<file path="src/rtl/seq_shift_add_mult_pkg.sv">
// Shared definitions for the sequential shift-add multiplier.
//   DEFAULT_WIDTH : default operand width in bits
//   state_t       : control FSM states (IDLE, RUN, FIX)
package seq_shift_add_mult_pkg;

    localparam int unsigned DEFAULT_WIDTH = 32;

    typedef enum logic [1:0] {
        IDLE = 2'd0,
        RUN  = 2'd1,
        FIX  = 2'd2
    } state_t;

endpackage

</file>
<file path="src/rtl/seq_shift_add_mult_twos_negate.sv">
// Combinational two's-complement negation (invert plus one).
// Ports:
//   value : operand to negate
//   neg_c : -value modulo 2^WIDTH (combinational)
module twos_negate #(
    parameter int unsigned WIDTH = 8
) (
    input  logic [WIDTH-1:0] value,
    output logic [WIDTH-1:0] neg_c
);

    assign neg_c = ~value + WIDTH'(1);

endmodule

</file>
<file path="src/rtl/seq_shift_add_mult.sv">
// Sequential shift-add multiplier, signed or unsigned, fixed latency.
// Operands are reduced to magnitudes at load, multiplied with one
// WIDTH+1-bit adder over WIDTH RUN cycles, and the product sign is
// reapplied in FIX as the result is registered.
// Ports:
//   clk       : clock, rising edge
//   rst       : synchronous active-high reset
//   start     : request a multiply (only honoured in IDLE)
//   is_signed : 1 = two's-complement operands, sampled with start
//   m, q      : multiplicand and multiplier, sampled with start
//   busy      : operation in progress
//   done      : one-cycle pulse when result is updated
//   result    : 2*WIDTH-bit product, held until the next done
module seq_shift_add_mult
    import seq_shift_add_mult_pkg::*;
#(
    parameter int unsigned WIDTH = DEFAULT_WIDTH
) (
    input  logic                 clk,
    input  logic                 rst,
    input  logic                 start,
    input  logic                 is_signed,
    input  logic [WIDTH-1:0]     m,
    input  logic [WIDTH-1:0]     q,
    output logic                 busy,
    output logic                 done,
    output logic [2*WIDTH-1:0]   result
);

    localparam int unsigned SUM_W  = WIDTH + 1;
    localparam int unsigned PROD_W = 2 * WIDTH;
    localparam int unsigned CNT_W  = $clog2(WIDTH + 1);
    localparam logic [CNT_W-1:0] CNT_LAST = CNT_W'(WIDTH - 1);

    state_t state;
    state_t state_next;

    logic load;
    logic step;
    logic finish;

    logic [WIDTH-1:0] mcand;
    logic [WIDTH-1:0] mplier;
    logic [WIDTH-1:0] acc;
    logic             prod_neg;
    logic [CNT_W-1:0] cnt;

    logic [WIDTH-1:0]  m_neg_c;
    logic [WIDTH-1:0]  q_neg_c;
    logic [WIDTH-1:0]  m_mag_c;
    logic [WIDTH-1:0]  q_mag_c;
    logic [WIDTH-1:0]  addend_c;
    logic [SUM_W-1:0]  sum_c;
    logic [PROD_W-1:0] prod_c;
    logic [PROD_W-1:0] prod_neg_c;

    // Operand magnitudes; most-negative maps to 2^(WIDTH-1) as unsigned.
    twos_negate #(.WIDTH(WIDTH)) u_neg_m (
        .value (m),
        .neg_c (m_neg_c)
    );

    twos_negate #(.WIDTH(WIDTH)) u_neg_q (
        .value (q),
        .neg_c (q_neg_c)
    );

    // Sign fix of the unsigned magnitude product.
    twos_negate #(.WIDTH(PROD_W)) u_neg_prod (
        .value (prod_c),
        .neg_c (prod_neg_c)
    );

    assign m_mag_c = (is_signed && m[WIDTH-1]) ? m_neg_c : m;
    assign q_mag_c = (is_signed && q[WIDTH-1]) ? q_neg_c : q;

    // The single datapath adder; carry lands in sum_c[WIDTH].
    assign addend_c = mplier[0] ? mcand : WIDTH'(0);
    assign sum_c    = {1'b0, acc} + {1'b0, addend_c};

    // Multiplier bits shift out as product bits shift in from the top.
    assign prod_c = {acc, mplier};

    // State register.
    always_ff @(posedge clk) begin
        if (rst) begin
            state <= IDLE;
        end else begin
            state <= state_next;
        end
    end

    // Next-state and datapath control.
    always_comb begin
        state_next = state;
        load       = 1'b0;
        step       = 1'b0;
        finish     = 1'b0;
        unique case (state)
            IDLE: begin
                if (start) begin
                    load       = 1'b1;
                    state_next = RUN;
                end
            end
            RUN: begin
                step = 1'b1;
                if (cnt == CNT_LAST) begin
                    state_next = FIX;
                end
            end
            FIX: begin
                finish     = 1'b1;
                state_next = IDLE;
            end
            default: begin
                state_next = IDLE;
            end
        endcase
    end

    // Datapath and registered outputs.
    always_ff @(posedge clk) begin
        if (rst) begin
            mcand    <= '0;
            mplier   <= '0;
            acc      <= '0;
            prod_neg <= 1'b0;
            cnt      <= '0;
            busy     <= 1'b0;
            done     <= 1'b0;
            result   <= '0;
        end else begin
            done <= finish;
            if (load) begin
                mcand    <= m_mag_c;
                mplier   <= q_mag_c;
                acc      <= '0;
                cnt      <= '0;
                prod_neg <= is_signed & (m[WIDTH-1] ^ q[WIDTH-1]);
                busy     <= 1'b1;
            end else if (step) begin
                // {carry, acc, mplier} >> 1 with the fresh sum in the top.
                acc    <= sum_c[SUM_W-1:1];
                mplier <= {sum_c[0], mplier[WIDTH-1:1]};
                cnt    <= cnt + CNT_W'(1);
            end
            if (finish) begin
                result <= prod_neg ? prod_neg_c : prod_c;
                busy   <= 1'b0;
            end
        end
    end

endmodule

</file>
<file path="config.mk">
export PLATFORM = sky130hd
export DESIGN_NAME = seq_shift_add_mult
export DESIGN_NICKNAME = d
export VERILOG_FILES = /design/src/rtl/seq_shift_add_mult_pkg.sv /design/src/rtl/seq_shift_add_mult_twos_negate.sv /design/src/rtl/seq_shift_add_mult.sv
export SDC_FILE = /design/constraint.sdc
export NUM_CORES = 1
export LEC_CHECK = 0
export ABC_CLOCK_PERIOD_IN_PS = 7850
export CORE_MARGIN = 1
export CORE_UTILIZATION = 62
export CTS_BUF_LIST = sky130_fd_sc_hd__clkbuf_4 sky130_fd_sc_hd__clkbuf_8
export CTS_CLUSTER_DIAMETER = 120
export DETAILED_ROUTE_END_ITERATION = 8
export PLACE_DENSITY = 0.88
export SLEW_MARGIN = 20
export SYNTH_ARGS = -nofsm -noshare
export SYNTH_HDL_FRONTEND = slang
export SYNTH_SLANG_ARGS = --single-unit
</file>
<file path="constraint.sdc">
create_clock -name clk -period 7.85 [get_ports clk]
set_input_delay 1.1775 -clock clk [delete_from_list [all_inputs] [get_ports clk]]
set_output_delay 1.1775 -clock clk [all_outputs]
set_load 0.03 [all_outputs]
</file>
# After elaboration in Yosys (flattened, before gate mapping)
# Cells that the tools add are included.
# word_totals
regBits,171
output_inout_bits,66
input_bits,68
word_cells,44
# classes
reduce_logical,7
n_eq_ne,5
bitwise,5
add_sub_neg,5
muxes,13
# op_table
operator,count
2-to-1 mux 32 bit,5
adder 32 x 1 -> 32 bit (second input constant),2
adder 64 x 1 -> 64 bit (second input constant),1
2-to-1 mux 64 bit,1
NOT 32 bit,2
NOT 64 bit,1
adder 32 x 32 -> 33 bit,1
adder 6 x 1 -> 6 bit (second input constant),1
equality test 6 x 5 -> 1 bit (second input constant),1
2-to-1 mux 1 bit,4
2-to-1 mux 2 bit,2
!= test 2 bit (second input constant),2
case mux 2 bit (2 select lines),1
OR reduction 2 bit,2
equality test 2 x 1 -> 1 bit (second input constant),1
equality test 2 bit (second input constant),1
logical AND 1 bit,2
logical NOT 2 bit,1
AND reduction 2 bit,1
nonzero test 2 bit,1
bitwise AND 1 bit,1
XOR 1 bit,1

# Depth between registers and ports, before layout
# Gate-level depths: netlist (run 1).
# logic_depth
word_depth,4
ltp_mapped,13
ltp_nobuf,12

# Cells and area by module
# Synthesis (run 1) repeated with hierarchy kept, for this count alone.
# hier_totals
hier_cells,1513
hier_area_um2,11856.4
# modules_own_cells
mod,seq_area_each_um2,cells_per_inst,n_inst,area_per_inst_um2
seq_shift_add_mult,3423.3,1161,1,9295.2
twos_negate at u_neg_prod,0.0,186,1,1287.5
twos_negate at u_neg_m ...,0.0,83,2,636.9

# Worst setup path after synthesis (run 1)
# No wires, ideal clock.
# synth_path
path_type,in2reg
start,input q[6]
end,register mplier[28]
slack_ps,4546
path_stages,8
n_path_buf,0
setup_time_ps,114
arrival_time_ps,3190
required_time_ps,7736
cell_sequence,nor4_1 -> nand3_1 -> nor3_1 -> a31oi_1 -> a21oi_1 -> o21ai_0 -> and3_1 -> a2111oi_0
# synth_via
elab_chain_len,4
# synth_rtl
item,line_no,rtl
"start, declared",seq_shift_add_mult.sv:24,"input logic [WIDTH-1:0] q,"
NOT 32 bit,seq_shift_add_mult_twos_negate.sv:12,assign neg_c = ~value + WIDTH'(1);
adder 32 x 1 -> 32 bit,seq_shift_add_mult_twos_negate.sv:12,
2-to-1 mux 32 bit,seq_shift_add_mult.sv:75,assign q_mag_c = (is_signed && q[WIDTH-1]) ? q_neg_c : q;
2-to-1 mux 32 bit,seq_shift_add_mult.sv:135,if (load) begin
"end signal, assigned",seq_shift_add_mult.sv:137,mplier <= q_mag_c;
"end signal, assigned",seq_shift_add_mult.sv:145,"mplier <= {sum_c[0], mplier[WIDTH-1:1]};"
"end, declared",seq_shift_add_mult.sv:43,logic [WIDTH-1:0] mplier;
# No other way between the ends.
# A chain may end at the register's enable or synchronous reset.

# Final worst setup path (run 1)
# layout_path
start,register mplier[0]
end,register acc[25]
# layout_via
elab_chain_len,2
# layout_rtl
item,line_no,rtl
2-to-1 mux 32 bit,seq_shift_add_mult.sv:78,assign addend_c = mplier[0] ? mcand : WIDTH'(0);
adder 32 x 32 -> 33 bit,seq_shift_add_mult.sv:79,"assign sum_c = {1'b0, acc} + {1'b0, addend_c};"
"end signal, assigned",seq_shift_add_mult.sv:144,acc <= sum_c[SUM_W-1:1];
"end, declared",seq_shift_add_mult.sv:44,logic [WIDTH-1:0] acc;
# No other way between the ends.

==> results.ini, run 1 <==
[yosys]
yosys.area_share.adder = 0.0459
async_flop_share = 0
yosys.area_share.simple = 0.223
synthMostInstantiatedCell = nand2_1
synth_seq_cells = 171
synth_top_family_by_area = compound AO/OA/AOI/OAI gates
netlist_area_um2 = 10300
netlist_instances = 1321
synth-compound-area-share = 0.231
synth_top_cells_by_count = nand2_1 (212), dfxtp_1 (171), o21ai_0 (123)
avgSynthCellArea_um2 = 7.77
synth_area_leaders = dfxtp_1 (33%), xor2_1 (8.9%), nand2_1 (7.8%)
yosys.area_share.xor_xnor = 0.125
ys_warn_count = 0
yosysTopAreaCell = dfxtp_1
ys.flop_type = dfxtp_1
synth_seq_area_share = 0.334
yosysTopAreaCellShare = 0.334
syn-num-nets = 1426
synth_mux_area_frac = 0.00683
ys_types = 60
synth-edff-count = 0

[cells_and_area]
final_core_util = 0.751
area_delta_synth_final_pct = 17.2
diodes = 0
nets = 1514
layout-drive-gt1-share = 0.0464

[timing]
timing.fmax_mhz = 266
period_needed_ns = 3.76
tightest_slew_ns = 1.15
report.final.slew_viol_count = 0
hold_viol = 0
rsz0062_at_grt = false
setup_violations = 0
finalSetupTns_ns = 0
skew_ns = 0.0112
relSlewSlack = 0.232
fin_crit_sh = 0.479

[floorplanning]
die_area_um2 = 17100
core-area_um2 = 16000
die_w_um = 131
rows = 46
start_util = 0.641
num_io_pins = 134
die_h_um = 131

[power]
seqPwrFrac = 0.519
swShare = 0.308
pwr-share-clk = 0.310
power.leakage_nw = 4.48
power.density_nw_per_um2 = 152
p_comb_frac = 0.171
power.internal_mw = 1.27
net-switching-power_uw = 565
total_power_mw = 1.83
peakVddDrop_mv = 0.114

[critical_path]
reg2reg_depth = 12
crit_path_end_kind = flop
rr_endpoint = acc[25]$_SDFFE_PP0P_
critPathArrivalTime_ns = 4.14
crit_start = mplier[0]$_SDFFE_PP0P_
path_max_fanout = 35
timing.rr.start = mplier[0]$_SDFFE_PP0P_
crit_path_end = acc[25]$_SDFFE_PP0P_
critPathKind = reg -> reg
r2r_slack_ns = 4.09
required_ns = 8.24
cp-start-kind = flop

[cts]
ctsResizeCount = 0
cts_root_buf = clkbuf_8
post_cts_buffers = 0
hold_buffers = 0
htree_num_levels = 4
cts.sinks = 171
clock_latency_ns = 0.47
numCtsBuffers = 17
clk_path_buf_depth = 2
cts_tree = done
path_clk_slew_ns = 0.09

[route]
dr.pass1.iters = 5
met1Wirelength_um = 12600
ant_nets = 0
routed-wl-met2_um = 11600
drt_first_iter_violations = 986
remaining_drc_errors = 0
routed_via_density = 6.01
vias = 9846
highest_layer = met5
dr_wl_met3_um = 2350
wl_per_cell_um = 16.4
totalWireLength_um = 26900

[outcome]
status = finished clean

[global_routing]
antenna_found_initial = 1
grt_util_all_layers = 0.324
grt_pass1_vias = 8587
grt_pass1_wl_um = 43200
grt.overflow.total = 0
grt_max_degree = 66

[hold_path]
holdPathStages = 2
hold_path_class = reg -> reg

[place]
dp.final_hpwl_um = 20300
port_buffers = 133
place_congestion = 0.943

[job]
cap_violations = 0

-- registers in the layout, summed over array words and instances (netlist names) --
register,flops
prod_neg,1
cnt,6
mcand,32
state,2
acc,32
result,64
mplier,32
done,1
busy,1
-- layout make-up --
| cell class | count | area, um^2 |
|---|---|---|
| clock buffer | 20 | 263 |
| clock inverter | 12 | 90.1 |
| fill | 1290 | 3980 |
| inverter | 18 | 67.6 |
| multi-input combinational | 1058 | 6500 |
| sequential | 171 | 3420 |
| tap | 216 | 270 |
| timing repair buffer | 143 | 1400 |
-- cells by family after synthesis --
logic type | Yosys count
DFF | 171
adders and majority gates | 37
buffers and inverters | 92
xor gates and xnor gates | 146
and+or+nand+nor | 487
AOI/OAI and AO/OA | 381
muxes | 7
-- power groups by stage --
stage	Clock, mW	Sequential [mW]	Combinational [mW]
finish	0.567	0.951	0.314
global route	0.606	0.955	0.345
CTS	0.569	0.948	0.309
detailed placement	0	0.968	0.307
global placement	0	0.965	0.299
floorplan	0	0.949	0.212
-- critical path, stage by stage (launching register included) --
cell and delay (ns):
dfxtp_1 0.88, and2_1 0.24, ha_1 0.18, fa_1 0.24, a211oi_1 0.09, nor2_1 0.22, o21ai_0 0.28, a2111oi_0 0.76
nor2_1 0.17, nor3_1 0.24, nor2_1 0.07, xor2_1 0.14, o21ai_0 0.16
-- stage by stage --
step	cell area, um^2	hold slack, ns	setup WS (ns)	cells
2_1_floorplan	10300	0.417	4.55	1321
3_3_place_gp	11700	0.428	3.77	1606
3_5_place_dp	11700	0.438	3.67	1606
4_1_cts	12000	0.457	4.12	1638
5_1_grt	12000	0.482	3.62	1638
6_report	12000	0.450	4.09	1638
-- placed cells by master (no fill, tap or decap), drive strengths merged, types with 8 or more instances in the layout --
master | synthesis | final
dfxtp | 171 | 171
inv | 18 | 21
xnor2 | 42 | 42
a21oi | 86 | 86
or3 | 12 | 12
nor3 | 21 | 21
a31oi | 12 | 12
ha | 36 | 36
o31ai | 25 | 25
nand3 | 20 | 20
or4 | 13 | 13
and3 | 8 | 8
nor4 | 15 | 15
nand2 | 212 | 212
o21ai | 140 | 140
clkdlybuf4s50 | 0 | 132
and2 | 38 | 38
buf | 6 | 11
a21o | 17 | 17
nand2b | 14 | 14
xor2 | 104 | 104
nor2 | 111 | 111
a211oi | 25 | 25
clkbuf | 68 | 20
o41ai | 15 | 15
a311oi | 17 | 17
-- layer usage --
metal | up-vias | GRT usage
met1 | 4511 | 0.479
met4 | 2 | 0.0757
li1 | 4861 | -
met2 | 430 | 0.485
met5 | - | 0
met3 | 42 | 0.0599
-- how the worst min path moves through the flow --
stage | startpoint | end | slack (ns)
3_5_place_dp | mcand[27]$_SDFFE_PP0P_ | mcand[27]$_SDFFE_PP0P_ | 0.44
2_1_floorplan | mcand[15]$_SDFFE_PP0P_ | mcand[15]$_SDFFE_PP0P_ | 0.42
4_1_cts | result[54]$_SDFFE_PP0P_ | result[54]$_SDFFE_PP0P_ | 0.46
3_3_place_gp | mcand[20]$_SDFFE_PP0P_ | mcand[20]$_SDFFE_PP0P_ | 0.43
5_1_grt | mcand[28]$_SDFFE_PP0P_ | mcand[28]$_SDFFE_PP0P_ | 0.48
6_report | result[54]$_SDFFE_PP0P_ | result[54]$_SDFFE_PP0P_ | 0.45
Power figures use the tool's default switching activity.
==> inputs of run 2 (changes only) <==
--- a/config.mk
+++ b/config.mk
@@ -5,13 +5,13 @@
 export SDC_FILE = /design/constraint.sdc
 export NUM_CORES = 1
 export LEC_CHECK = 0
-export ABC_CLOCK_PERIOD_IN_PS = 7850
+export ABC_CLOCK_PERIOD_IN_PS = 3150
 export CORE_MARGIN = 1
-export CORE_UTILIZATION = 62
+export CORE_UTILIZATION = 52
 export CTS_BUF_LIST = sky130_fd_sc_hd__clkbuf_4 sky130_fd_sc_hd__clkbuf_8
 export CTS_CLUSTER_DIAMETER = 120
 export DETAILED_ROUTE_END_ITERATION = 8
-export PLACE_DENSITY = 0.88
+export PLACE_DENSITY = 0.79
 export SLEW_MARGIN = 20
 export SYNTH_ARGS = -nofsm -noshare
 export SYNTH_HDL_FRONTEND = slang
==> constraint.sdc (replaced) <==
create_clock -name clk -period 3.15 [get_ports clk]
set_input_delay 0.4725 -clock clk [delete_from_list [all_inputs] [get_ports clk]]
set_output_delay 0.4725 -clock clk [all_outputs]
set_load 0.03 [all_outputs]
==> results.ini, run 2 (synthesis results as in run 1) <==
[outcome]
status = finished clean

[cells_and_area]
fillers = 1694
regMostFlops = result
design_area_um2 = 12600
diodes = 0
layout-drive-gt1-share = 0.0891
final_cell_mix = nand2_1 (212), dfxtp_1 (169), clkdlybuf4s50_1 (132)
final_core_util = 0.649
area_delta_synth_final_pct = 22.7
nets = 1574
multiInputGateArea_um2 = 6530
seq_area_um2 = 3430
largest_reg_flops = 64
layout_commonest_cell = nand2_1

[cts]
post_cts_buffers = 0
cts_root_buf = clkbuf_8
numCtsBuffers = 17
cts_tree = done
htree_num_levels = 4
cts.sinks = 171
clk_path_buf_depth = 2
clock_latency_ns = 0.47
ctsResizeCount = 0
hold_buffers = 0
path_clk_slew_ns = 0.09

[place]
dp.final_hpwl_um = 21500
port_buffers = 133
placed_cell_area_um2 = 12200
place_congestion = 0.927
dp_slack_ns = 0.00580

[global_routing]
grt_util_all_layers = 0.279
grt_pass1_wl_um = 44700
grt_pass1_vias = 8855
antenna_found_initial = 0
grt.overflow.total = 0
grt_max_degree = 66

[timing]
hold_viol = 0
rsz0062_at_grt = true
finalWorstSetupSlack_ns = 0.176
skew_ns = 0.0198
period_needed_ns = 2.97
report.final.slew_viol_count = 0
timing.fmax_mhz = 336
relSlewSlack = 0.253
fin_crit_sh = 0.944
setup_violations = 0
finalSetupTns_ns = 0
tightest_slew_ns = 1.12

[route]
drt_first_iter_violations = 785
totalWireLength_um = 28000
vias = 9917
routed_via_density = 5.68
remaining_drc_errors = 0
wl_per_cell_um = 16.1
ant_nets = 0
dr.pass1.iters = 5

[critical_path]
crit_path_end_kind = flop
path_max_fanout = 6
r2r_slack_ns = 0.18
cp-start-kind = flop
crit_path_end = result[59]$_SDFFE_PP0P_
reg2reg_depth = 9
required_ns = 3.49
critPathArrivalTime_ns = 3.32
crit_start = mplier[7]$_SDFFE_PP0P_
critPathKind = reg -> reg
timing.rr.start = mplier[7]$_SDFFE_PP0P_
rr_endpoint = result[59]$_SDFFE_PP0P_

[floorplanning]
rows = 51
die_area_um2 = 20300
num_io_pins = 134
die_h_um = 142
die_w_um = 142
start_util = 0.529
core-area_um2 = 19400

[power]
peakVddDrop_mv = 0.235
power.leakage_nw = 4.81
power.density_nw_per_um2 = 375

[job]
cap_violations = 0

[hold_path]
hold_path_class = in -> reg

==> run 2: cell count changes in the layout (fill, tap and decap cells not counted), sizes merged <==
cell and change:
clkinvlp -1, buf +60, bufinv +1, inv +1, clkinv -1
==> run 2: final cells by class <==
class / instances / area share
inverters: 18 / 0.00537
well taps: 265 / 0.0263
flip-flops and latches: 171 / 0.272
clock inverters: 12 / 0.00894
repair buffers: 203 / 0.148
multi-input cells: 1058 / 0.518
clock buffers: 20 / 0.0209
==> run 2: routing by layer <==
metal | routed length [um] | track usage | vias up
li1 | - | - | 4974
met1 | 13700 | 0.407 | 4539
met2 | 11600 | 0.407 | 373
met3 | 2330 | 0.0646 | 31
met4 | 386 | 0.0758 | 0
met5 | 0 | 0 | -
==> run 2: critical path: stages (launching register included) <==
cell and delay (ns):
dfxtp_1 0.38, or4_4 0.55, or4_4 0.53, nor4_2 0.26
buf_4 0.17, nand3_1 0.11, or3_1 0.41, o31ai_2 0.22
xor2_1 0.16, o21ai_1 0.06
==> run 2: where the power goes <==
group | internal, mW | total, mW | switching (mW)
Clock | 0.669 | 1.51 | 0.836
Sequential | 2.25 | 2.35 | 0.103
Combinational | 0.368 | 0.867 | 0.499
Total | 3.28 | 4.72 | 1.44
==> run 2: worst min path at each step <==
stage	to	start	slack (ns)	depth (start not counted)
global route	prod_neg$_SDFFE_PP0P_	rst	0.47	2
CTS	mplier[1]$_SDFFE_PP0P_	rst	0.41	2
detailed placement	result[54]$_SDFFE_PP0P_	result[54]$_SDFFE_PP0P_	0.44	2
floorplan	mcand[15]$_SDFFE_PP0P_	mcand[15]$_SDFFE_PP0P_	0.42	2
finish	mplier[1]$_SDFFE_PP0P_	rst	0.44	2
global placement	mcand[27]$_SDFFE_PP0P_	mcand[27]$_SDFFE_PP0P_	0.43	2
==> run 2: through the flow <==
stage          power (mW)  cells  hold WS (ns)
6_report             4.72   1747         0.440
5_1_grt              4.91   1747         0.466
4_1_cts              4.72   1747         0.409
3_5_place_dp         3.24   1715         0.440
3_3_place_gp         3.22   1715         0.428
2_1_floorplan        2.89   1321         0.417
==> inputs of run 3 (changes only) <==
--- a/config.mk
+++ b/config.mk
@@ -6,12 +6,13 @@
 export NUM_CORES = 1
 export LEC_CHECK = 0
 export ABC_CLOCK_PERIOD_IN_PS = 3150
+export CAP_MARGIN = 10
 export CORE_MARGIN = 1
-export CORE_UTILIZATION = 52
-export CTS_BUF_LIST = sky130_fd_sc_hd__clkbuf_4 sky130_fd_sc_hd__clkbuf_8
+export CORE_UTILIZATION = 51
 export CTS_CLUSTER_DIAMETER = 120
 export DETAILED_ROUTE_END_ITERATION = 8
-export PLACE_DENSITY = 0.79
+export GPL_TIMING_DRIVEN = 0
+export PLACE_DENSITY = 0.78
 export SLEW_MARGIN = 20
 export SYNTH_ARGS = -nofsm -noshare
 export SYNTH_HDL_FRONTEND = slang
==> results.ini, run 3 (synthesis results as in run 1) <==
[cells_and_area]
fillers = 1740
multiInputGateArea_um2 = 6620
seq_area_um2 = 3430
largest_reg_flops = 64
layout-drive-gt1-share = 0.0564
regMostFlops = result
area_delta_synth_final_pct = 23.9
final_cell_mix = nand2_1 (212), dfxtp_1 (168), clkdlybuf4s50_1 (133)
nets = 1581
final_core_util = 0.649
diodes = 0
layout_commonest_cell = nand2_1

[cts]
cts_tree = done
clock_latency_ns = 0.44
numCtsBuffers = 17
clk_path_buf_depth = 2
htree_num_levels = 4
cts_root_buf = clkbuf_16
path_clk_slew_ns = 0.06
cts.sinks = 171

[power]
power.density_nw_per_um2 = 426
peakVddDrop_mv = 0.351
total_power_mw = 5.41
power.leakage_nw = 4.69

[route]
totalWireLength_um = 30100
dr.pass1.iters = 7
ant_nets = 0
routed_via_density = 5.81
remaining_drc_errors = 0
wl_per_cell_um = 17.2
vias = 10200
drt_first_iter_violations = 849

[timing]
timing.fmax_mhz = 324
fin_crit_sh = 0.979
relSlewSlack = 0.353
hold_viol = 0
tightest_slew_ns = 0.962
skew_ns = 0.0123
period_needed_ns = 3.08
report.final.slew_viol_count = 0
setup_violations = 0
finalSetupTns_ns = 0

[critical_path]
path_common_cell = or4_4
cpLargestDelayFamily = simple AND/OR/NAND/NOR gates
crit_path_top_delay_cell = or4_4
critPathArrivalTime_ns = 3.39
cpPeakStageDelay_ns = 0.55
crit_path_end_kind = flop
critPathKind = reg -> reg
cp-start-kind = flop
cp_num_buf_inv = 1
timing.rr.start = mplier[7]$_SDFFE_PP0P_
path_max_fanout = 7
crit_chain = or4_4 -> or4_4 -> or4_4 -> buf_6 -> nand2b_4 -> nand3b_4 -> o21ai_2 -> xor2_1 -> o21ai_1
crit_start = mplier[7]$_SDFFE_PP0P_
required_ns = 3.46

[floorplanning]
die_w_um = 144
core-area_um2 = 19600
rows = 51
die_h_um = 144
num_io_pins = 134
start_util = 0.524
die_area_um2 = 20700

[global_routing]
grt.overflow.total = 0
grt_max_degree = 17
antenna_found_initial = 0
grt_pass1_wl_um = 46900
grt_pass1_vias = 9184
grt_util_all_layers = 0.293

[hold_path]
min_from = mcand[27]$_SDFFE_PP0P_
hold_path_class = reg -> reg

[job]
cap_violations = 0

[place]
port_buffers = 133
dp.final_hpwl_um = 23300
place_congestion = 0.940

[outcome]
status = finished clean

[run 3: worst paths after layout]
check / slack [ns] / cells after the start / endpoint
setup / recovery: 0.07 / 9 / result[60]$_SDFFE_PP0P_
hold / removal: 0.45 / 2 / mcand[27]$_SDFFE_PP0P_
setup reg to reg: 0.07 / 9 / result[60]$_SDFFE_PP0P_
hold reg to reg: 0.45 / 2 / mcand[27]$_SDFFE_PP0P_
[run 3: report_power, final]
part	switching [mW]	internal (mW)
logic	0.504	0.349
registers	0.120	2.25
clock network	0.908	1.28
[run 3: timing repair]
action,CTS,global route
endpoints found under the hold margin,0,0
pin swaps,1,3
setup endpoints to repair,16,21
buffers inserted,3,3
hold buffers,0,0
resized for setup,10,26
[run 3: per-stage QoR]
step           setup WS (ns)  cells  hold slack [ns]  cell area (um^2)
3_3_place_gp          -0.775   1719            0.428             11900
4_1_cts            -0.000443   1754            0.451             12600
5_1_grt             -0.00144   1754            0.468             12700
6_report              0.0669   1754            0.447             12700
2_1_floorplan          0.120   1321            0.417             10300
3_5_place_dp          -0.798   1719            0.436             11900
[run 3: metal layers]
| metal | GRT usage | wire length [um] | share of wire | vias up |
|---|---|---|---|---|
| li1 | - | - | - | 4993 |
| met2 | 0.444 | 13100 | 0.43 | 435 |
| met1 | 0.409 | 13800 | 0.46 | 4717 |
| met5 | 0 | 0 | 0 | - |
| met4 | 0.0879 | 526 | 0.017 | 0 |
| met3 | 0.0680 | 2760 | 0.091 | 42 |
[run 3: area by class of cell]
cell class                 count  area share
buffer                        71      0.0220
clock buffer                  20      0.0351
clock inverter                12      0.0128
inverter                      18     0.00531
multi-input combinational   1058       0.521
sequential                   171       0.270
tap                          265      0.0261
timing repair buffer         139       0.108
[run 3: worst min-delay path, delay by kind of cell (launching register included)]
family,cells,cell delay [ns]
DFF,1,0.32
and+or+nand+nor,1,0.04
AOI/OAI and AO/OA,1,0.05
